==> config.mk <==
export PLATFORM = sky130hd
export DESIGN_NAME = scoreboard_warp_gen
export DESIGN_NICKNAME = d
export VERILOG_FILES = /design/src/rtl/scoreboard_warp_gen.sv
export SDC_FILE = /design/constraint.sdc
export NUM_CORES = 1
export LEC_CHECK = 0
export ABC_AREA = 1
export CAP_MARGIN = 10
export CORE_MARGIN = 8
export CORE_UTILIZATION = 24
export CTS_CLUSTER_SIZE = 25
export DETAILED_ROUTE_END_ITERATION = 12
export DONT_BUFFER_PORTS = 1
export MAX_ROUTING_LAYER = met4
export PLACE_DENSITY = 0.42
export SLEW_MARGIN = 5
export SYNTH_ARGS = -nofsm -noshare
export SYNTH_HDL_FRONTEND = slang
export SYNTH_SLANG_ARGS = --single-unit
export TNS_END_PERCENT = 10
==> constraint.sdc <==
create_clock -name clk -period 6.2 [get_ports clk]
set_input_delay 0.62 -clock clk [delete_from_list [all_inputs] [get_ports clk]]
set_output_delay 0.62 -clock clk [all_outputs]
set_load 0.01 [all_outputs]
==> src/rtl/scoreboard_warp_gen.sv <==
// ----------------------------------------------------------------------------
// scoreboard_warp_gen
//
// Per-warp scoreboard with a parametrised number of entries. It tracks
// in-flight instructions and flags RAW/WAW/WAR hazards for the candidate
// instruction at the head of the instruction buffer.
//
// Parameters:
//   NUM_ENTRIES  slots per warp (>= 2)
//   ID_W         ScbID width
//   REG_W        register ID width
//   NUM_CLR      number of independent clear channels
//
// Ports:
//   clk, rst                          clock, synchronous active-high reset
//   src1, src2, dst (+ *_valid)       candidate instruction operands
//   issue_grant                       allocate a slot for the candidate
//   clr_id, clr_valid                 flattened clear IDs + per-channel strobes
//   rd_id, rd_valid                   operand-read release (optional feature)
//   full                              no free slot after this cycle's clears
//   dependent                         candidate hazards with a live entry
//   scb_id                            slot the candidate would be given
//   occupancy                         registered count of valid entries
//   err                               sticky protocol-error flag
//
// Optional feature macro: SCB_WAR_RELEASE_EN
//   When defined, rd_valid drops the source-valid bits of entry rd_id so WAR
//   hazards against it vanish before writeback. When undefined, rd_id and
//   rd_valid are ignored entirely.
// ----------------------------------------------------------------------------
module scoreboard_warp_gen #(
    parameter int NUM_ENTRIES = 4,
    parameter int ID_W        = $clog2(NUM_ENTRIES),
    parameter int REG_W       = 5,
    parameter int NUM_CLR     = 3
) (
    input  logic                    clk,
    input  logic                    rst,
    input  logic [REG_W-1:0]        src1,
    input  logic [REG_W-1:0]        src2,
    input  logic [REG_W-1:0]        dst,
    input  logic                    src1_valid,
    input  logic                    src2_valid,
    input  logic                    dst_valid,
    input  logic                    issue_grant,
    input  logic [NUM_CLR*ID_W-1:0] clr_id,
    input  logic [NUM_CLR-1:0]      clr_valid,
    input  logic [ID_W-1:0]         rd_id,
    input  logic                    rd_valid,
    output logic                    full,
    output logic                    dependent,
    output logic [ID_W-1:0]         scb_id,
    output logic [ID_W:0]           occupancy,
    output logic                    err
);

    // Entry state
    logic [NUM_ENTRIES-1:0] valid;
    logic [NUM_ENTRIES-1:0] src1_v;
    logic [NUM_ENTRIES-1:0] src2_v;
    logic [NUM_ENTRIES-1:0] dst_v;
    logic [REG_W-1:0]       src1_r [NUM_ENTRIES];
    logic [REG_W-1:0]       src2_r [NUM_ENTRIES];
    logic [REG_W-1:0]       dst_r  [NUM_ENTRIES];

    // Combinational working signals
    logic [NUM_ENTRIES-1:0] clr_mask;
    logic [NUM_CLR-1:0]     clr_hit;
    logic                   clr_err;
    logic [NUM_ENTRIES-1:0] valid_clr;
    logic                   alloc;
    logic [NUM_ENTRIES-1:0] alloc_mask;
    logic [NUM_ENTRIES-1:0] valid_nxt;
    logic [ID_W:0]          occ_nxt;
    logic [NUM_ENTRIES-1:0] hazard;
    logic [NUM_ENTRIES-1:0] rd_mask;
    logic                   rd_err;
    logic                   grant_err;

    // ------------------------------------------------------------------------
    // Clear decode. A channel whose ID does not name a currently valid entry
    // (including IDs beyond NUM_ENTRIES) is a protocol error. Two channels
    // naming the same valid entry both see it valid, so duplicates are benign.
    // ------------------------------------------------------------------------
    always_comb begin
        clr_mask = '0;
        clr_hit  = '0;
        clr_err  = 1'b0;
        for (int k = 0; k < NUM_CLR; k++) begin
            for (int e = 0; e < NUM_ENTRIES; e++) begin
                if (clr_valid[k] && (clr_id[k*ID_W +: ID_W] == ID_W'(e))) begin
                    clr_mask[e] = 1'b1;
                    clr_hit[k]  = clr_hit[k] | valid[e];
                end
            end
            if (clr_valid[k] && !clr_hit[k]) begin
                clr_err = 1'b1;
            end
        end
    end

    assign valid_clr = valid & ~clr_mask;
    assign full      = &valid_clr;
    assign alloc     = issue_grant & ~full;
    assign grant_err = issue_grant & full;

    // Lowest free slot after clears; scanning downward leaves the lowest hit.
    always_comb begin
        scb_id = '0;
        for (int e = NUM_ENTRIES - 1; e >= 0; e--) begin
            if (!valid_clr[e]) begin
                scb_id = ID_W'(e);
            end
        end
    end

    always_comb begin
        alloc_mask = '0;
        for (int e = 0; e < NUM_ENTRIES; e++) begin
            alloc_mask[e] = alloc && (scb_id == ID_W'(e));
        end
    end

    assign valid_nxt = valid_clr | alloc_mask;

    always_comb begin
        occ_nxt = '0;
        for (int e = 0; e < NUM_ENTRIES; e++) begin
            occ_nxt = occ_nxt + (ID_W+1)'(valid_nxt[e]);
        end
    end

    // ------------------------------------------------------------------------
    // Hazard detection against entries that survive this cycle's clears.
    // ------------------------------------------------------------------------
    always_comb begin
        hazard = '0;
        for (int e = 0; e < NUM_ENTRIES; e++) begin
            hazard[e] = valid_clr[e] && (
                // RAW
                (dst_v[e] && src1_valid && (src1 == dst_r[e])) ||
                (dst_v[e] && src2_valid && (src2 == dst_r[e])) ||
                // WAW
                (dst_v[e] && dst_valid && (dst == dst_r[e])) ||
                // WAR
                (dst_valid && src1_v[e] && (dst == src1_r[e])) ||
                (dst_valid && src2_v[e] && (dst == src2_r[e])));
        end
    end

    assign dependent = |hazard;

    // ------------------------------------------------------------------------
    // Operand-read release
    // ------------------------------------------------------------------------
`ifdef SCB_WAR_RELEASE_EN
    logic rd_hit;

    always_comb begin
        rd_mask = '0;
        rd_hit  = 1'b0;
        for (int e = 0; e < NUM_ENTRIES; e++) begin
            if (rd_valid && (rd_id == ID_W'(e))) begin
                rd_hit     = rd_hit | valid[e];
                // A grant into the same slot installs fresh sources; it wins.
                rd_mask[e] = ~alloc_mask[e];
            end
        end
        rd_err = rd_valid & ~rd_hit;
    end
`else
    logic unused_rd;

    assign unused_rd = ^{rd_id, rd_valid};
    assign rd_mask   = '0;
    assign rd_err    = 1'b0;
`endif

    // ------------------------------------------------------------------------
    // State update
    // ------------------------------------------------------------------------
    always_ff @(posedge clk) begin
        if (rst) begin
            valid     <= '0;
            src1_v    <= '0;
            src2_v    <= '0;
            dst_v     <= '0;
            occupancy <= '0;
            err       <= 1'b0;
        end else begin
            valid     <= valid_nxt;
            occupancy <= occ_nxt;
            if (grant_err || clr_err || rd_err) begin
                err <= 1'b1;
            end
            for (int e = 0; e < NUM_ENTRIES; e++) begin
                if (alloc_mask[e]) begin
                    src1_v[e] <= src1_valid;
                    src2_v[e] <= src2_valid;
                    dst_v[e]  <= dst_valid;
                end else if (rd_mask[e]) begin
                    src1_v[e] <= 1'b0;
                    src2_v[e] <= 1'b0;
                end
            end
        end
    end

    // Register IDs are only meaningful while their valid bits are set.
    always_ff @(posedge clk) begin
        for (int e = 0; e < NUM_ENTRIES; e++) begin
            if (!rst && alloc_mask[e]) begin
                src1_r[e] <= src1;
                src2_r[e] <= src2;
                dst_r[e]  <= dst;
            end
        end
    end

endmodule

==> impl_metrics.tcl <==
set metrics [dict create \
    gp_congestion 0.842 \
    grt_max_degree 23 \
    wl_mm 14.0 \
    antenna_found_initial 0 \
    die_area_um2 24200 \
    portBuffers 0 \
    drc 0 \
    synthCells 638 \
    fin_crit_sh_pct 40.2 \
    hold_class "input port to flip-flop" \
    seqPwrFrac_pct 49.4 \
    clkTransAtPathRegs_ns 0.06 \
    p_per_area_nw_per_um2 231 \
    critPathMaxFanout 17 \
    gr-total-overflow 0 \
    drive_above_1_share_pct 6.71 \
    row_count 51 \
    grt_pass1_vias 3777 \
    drv_slew 0 \
    ys_seq_elements 80 \
    p_int_uw 926 \
    async_reset_ff_share_pct 0 \
    rsz0062_at_grt "false" \
    status "finished clean" \
    max-slew-margin-rel_pct 73.5 \
    synth_enable_flop_cells 60 \
    regArea_um2 2200 \
    num_antenna_cells 0 \
    worst-r2r-setup-slack_ns 3.96 \
    synth_seq_area_share_pct 47.2 \
    wl_per_cell_um 15.5 \
    timing.rr.end "occupancy[1]" \
    cts_setup_buffers 0 \
    die_x_um 155 \
    io_pins 41 \
    cts_root_buffer "clkbuf_16" \
    r2r-start "valid[0]" \
    clkLatencyLatePin_ns 0.35 \
    worstSetupPathType "input port to primary output" \
    cts_tree "yes" \
    max_freq_ghz 0.402 \
    clock_skew_ns 0.00960 \
    maxCapViolations 0 \
    htreeDepth 3 \
    grtUsageTotal_pct 12.2 \
    fin_crit_ns 2.49 \
    pre_cts_slack_ns 3.55 \
    p_comb_share_pct 7.1 \
    startpoint "dst[4]" \
    start_util_pct 24.2 \
    r2r_cells 11 \
    cts-resized-gates 0 \
    synth_cell_types 33 \
    drt_iter0_markers 249 \
    setup_slack_ns 3.71 \
    die_h_um 155 \
    clock_sinks 80 \
    worst_ep_required_time_ns 5.58 \
    nNetsFinal 674 \
    fin_cells 906 \
    multi_input_area_um2 2060 \
    worstSetupEndpoint "dependent" \
    dr.pass1.iters 5 \
    tightestPinTransition_ns 0.398 \
    vias 4005 \
    mostFrequentLayoutCells "206 x nand2_1, 116 x nor2_1, 73 x inv_1, 60 x edfxtp_1, 44 x nand3_1" \
    yosys_warnings 0 \
    p_switching_uw 282 \
    switching_share_pct 23.4 \
    grt_first_pass_wirelength_mm 21.5 \
    fillers 2131 \
    syn_area_um2 4670 \
    synth_nets 674 \
    clkPwrFrac_pct 43.4 \
    hold_viol 0 \
    cts_buffer_depth 2 \
    final_common_cell "nand2_1" \
    hpwl_mm 10.2 \
    viasPerCell 4.42 \
    cts_buffers 9 \
    cp_data_arrival_time_ns 1.87 \
    area_delta_synth_final_pct 11.9 \
    synth_ff_type "edfxtp_1" \
    endpoint_kind "primary output" \
    setup_viol_count_final 0 \
    start_kind "input port" \
    cts_hold_buf 0 \
    ir_drop_mv 0.130 \
    core_um2 19300 \
    avgSynthCellArea_um2 7.32 \
    leakage_uw 0.00234 \
    tns_ns 0 \
    dp_cells 892 \
    drtAntennaViolNets 0 \
]
[Yosys cell counts (all sizes together) (6+ instances only)]
master	count	share of area, %
nor2	120	10
o21ai	40	4.3
dfxtp	20	8.6
edfxtp	60	39
nand3	48	5.6
xor2	6	1.1
nor3	8	0.96
a21oi	11	1.2
nand4	7	1.3
buf	11	1.7
inv	81	6.5
nand2	211	18
[metal layers]
| layer | up-vias | GRT usage, % | wire (um) |
|---|---|---|---|
| met5 | - | - | 0 |
| met4 | 0 | 3.00 | 151 |
| met1 | 1853 | 15.0 | 6560 |
| met3 | 11 | 3.83 | 970 |
| met2 | 118 | 19.0 | 6340 |
| li1 | 2023 | - | - |
[power groups by stage]
stage	logic (uW)	clock network, uW	registers, uW
2_1_floorplan	77.4	0	606
6_report	86.2	525	597
3_3_place_gp	85.7	0	609
3_5_place_dp	86.8	0	609
4_1_cts	87.0	546	597
5_1_grt	98.9	564	598
[critical path: stages]
cell and delay [ns]:
inv_2 0.26, nand2_1 0.09, o21ai_1 0.08, nor2_1 0.09, nand3_1 0.13, nand2_1 0.06
nor2_1 0.23, nor2_1 0.07, nor2_1 0.08, nand2_1 0.13
[worst min path at each step]
stage                     startpoint  cells after the start           end
after floorplan            src2_v[1]                      2     src2_v[1]
after global placement     src2_v[1]                      2     src2_v[1]
after detailed placement   src2_v[1]                      2     src2_v[1]
after CTS                        rst                      1  occupancy[2]
after global routing             rst                      1      valid[3]
final                            rst                      1  occupancy[2]
[flip-flops by register name, indices dropped and copies added (netlist names)]
name,cells
src1_v,4
valid,4
dst_r,20
err,1
src2_r,20
dst_v,4
src1_r,20
occupancy,3
src2_v,4
[per-stage QoR]
stage	hold slack (ns)	utilization [%]	total power [uW]	area, um2
after floorplan	0.423	-	683	4670
after global placement	0.444	25.6	694	4940
after detailed placement	0.459	25.6	695	4940
after CTS	0.323	27.1	1230	5220
after global routing	0.330	27.1	1260	5220
final	0.344	27.1	1210	5220
[cells by family after synthesis]
logic type | Yosys count | share of synthesized area, %
compound gates | 56 | 6.19
flops | 80 | 47.2
simple gates | 395 | 35.9
fa+ha+maj | 3 | 0.965
buf+inv | 98 | 8.71
xor+xnor | 6 | 1.13
[final cells by class]
cell class | instances | area share (%)
timing repair buffer | 4 | 0.575
clock buffer | 9 | 4.31
clock inverter | 5 | 1.15
sequential | 80 | 42.2
inverter | 83 | 6.01
multi-input combinational | 460 | 39.4
tap | 265 | 6.35
Note: power is estimated with default switching activity, not from simulation.
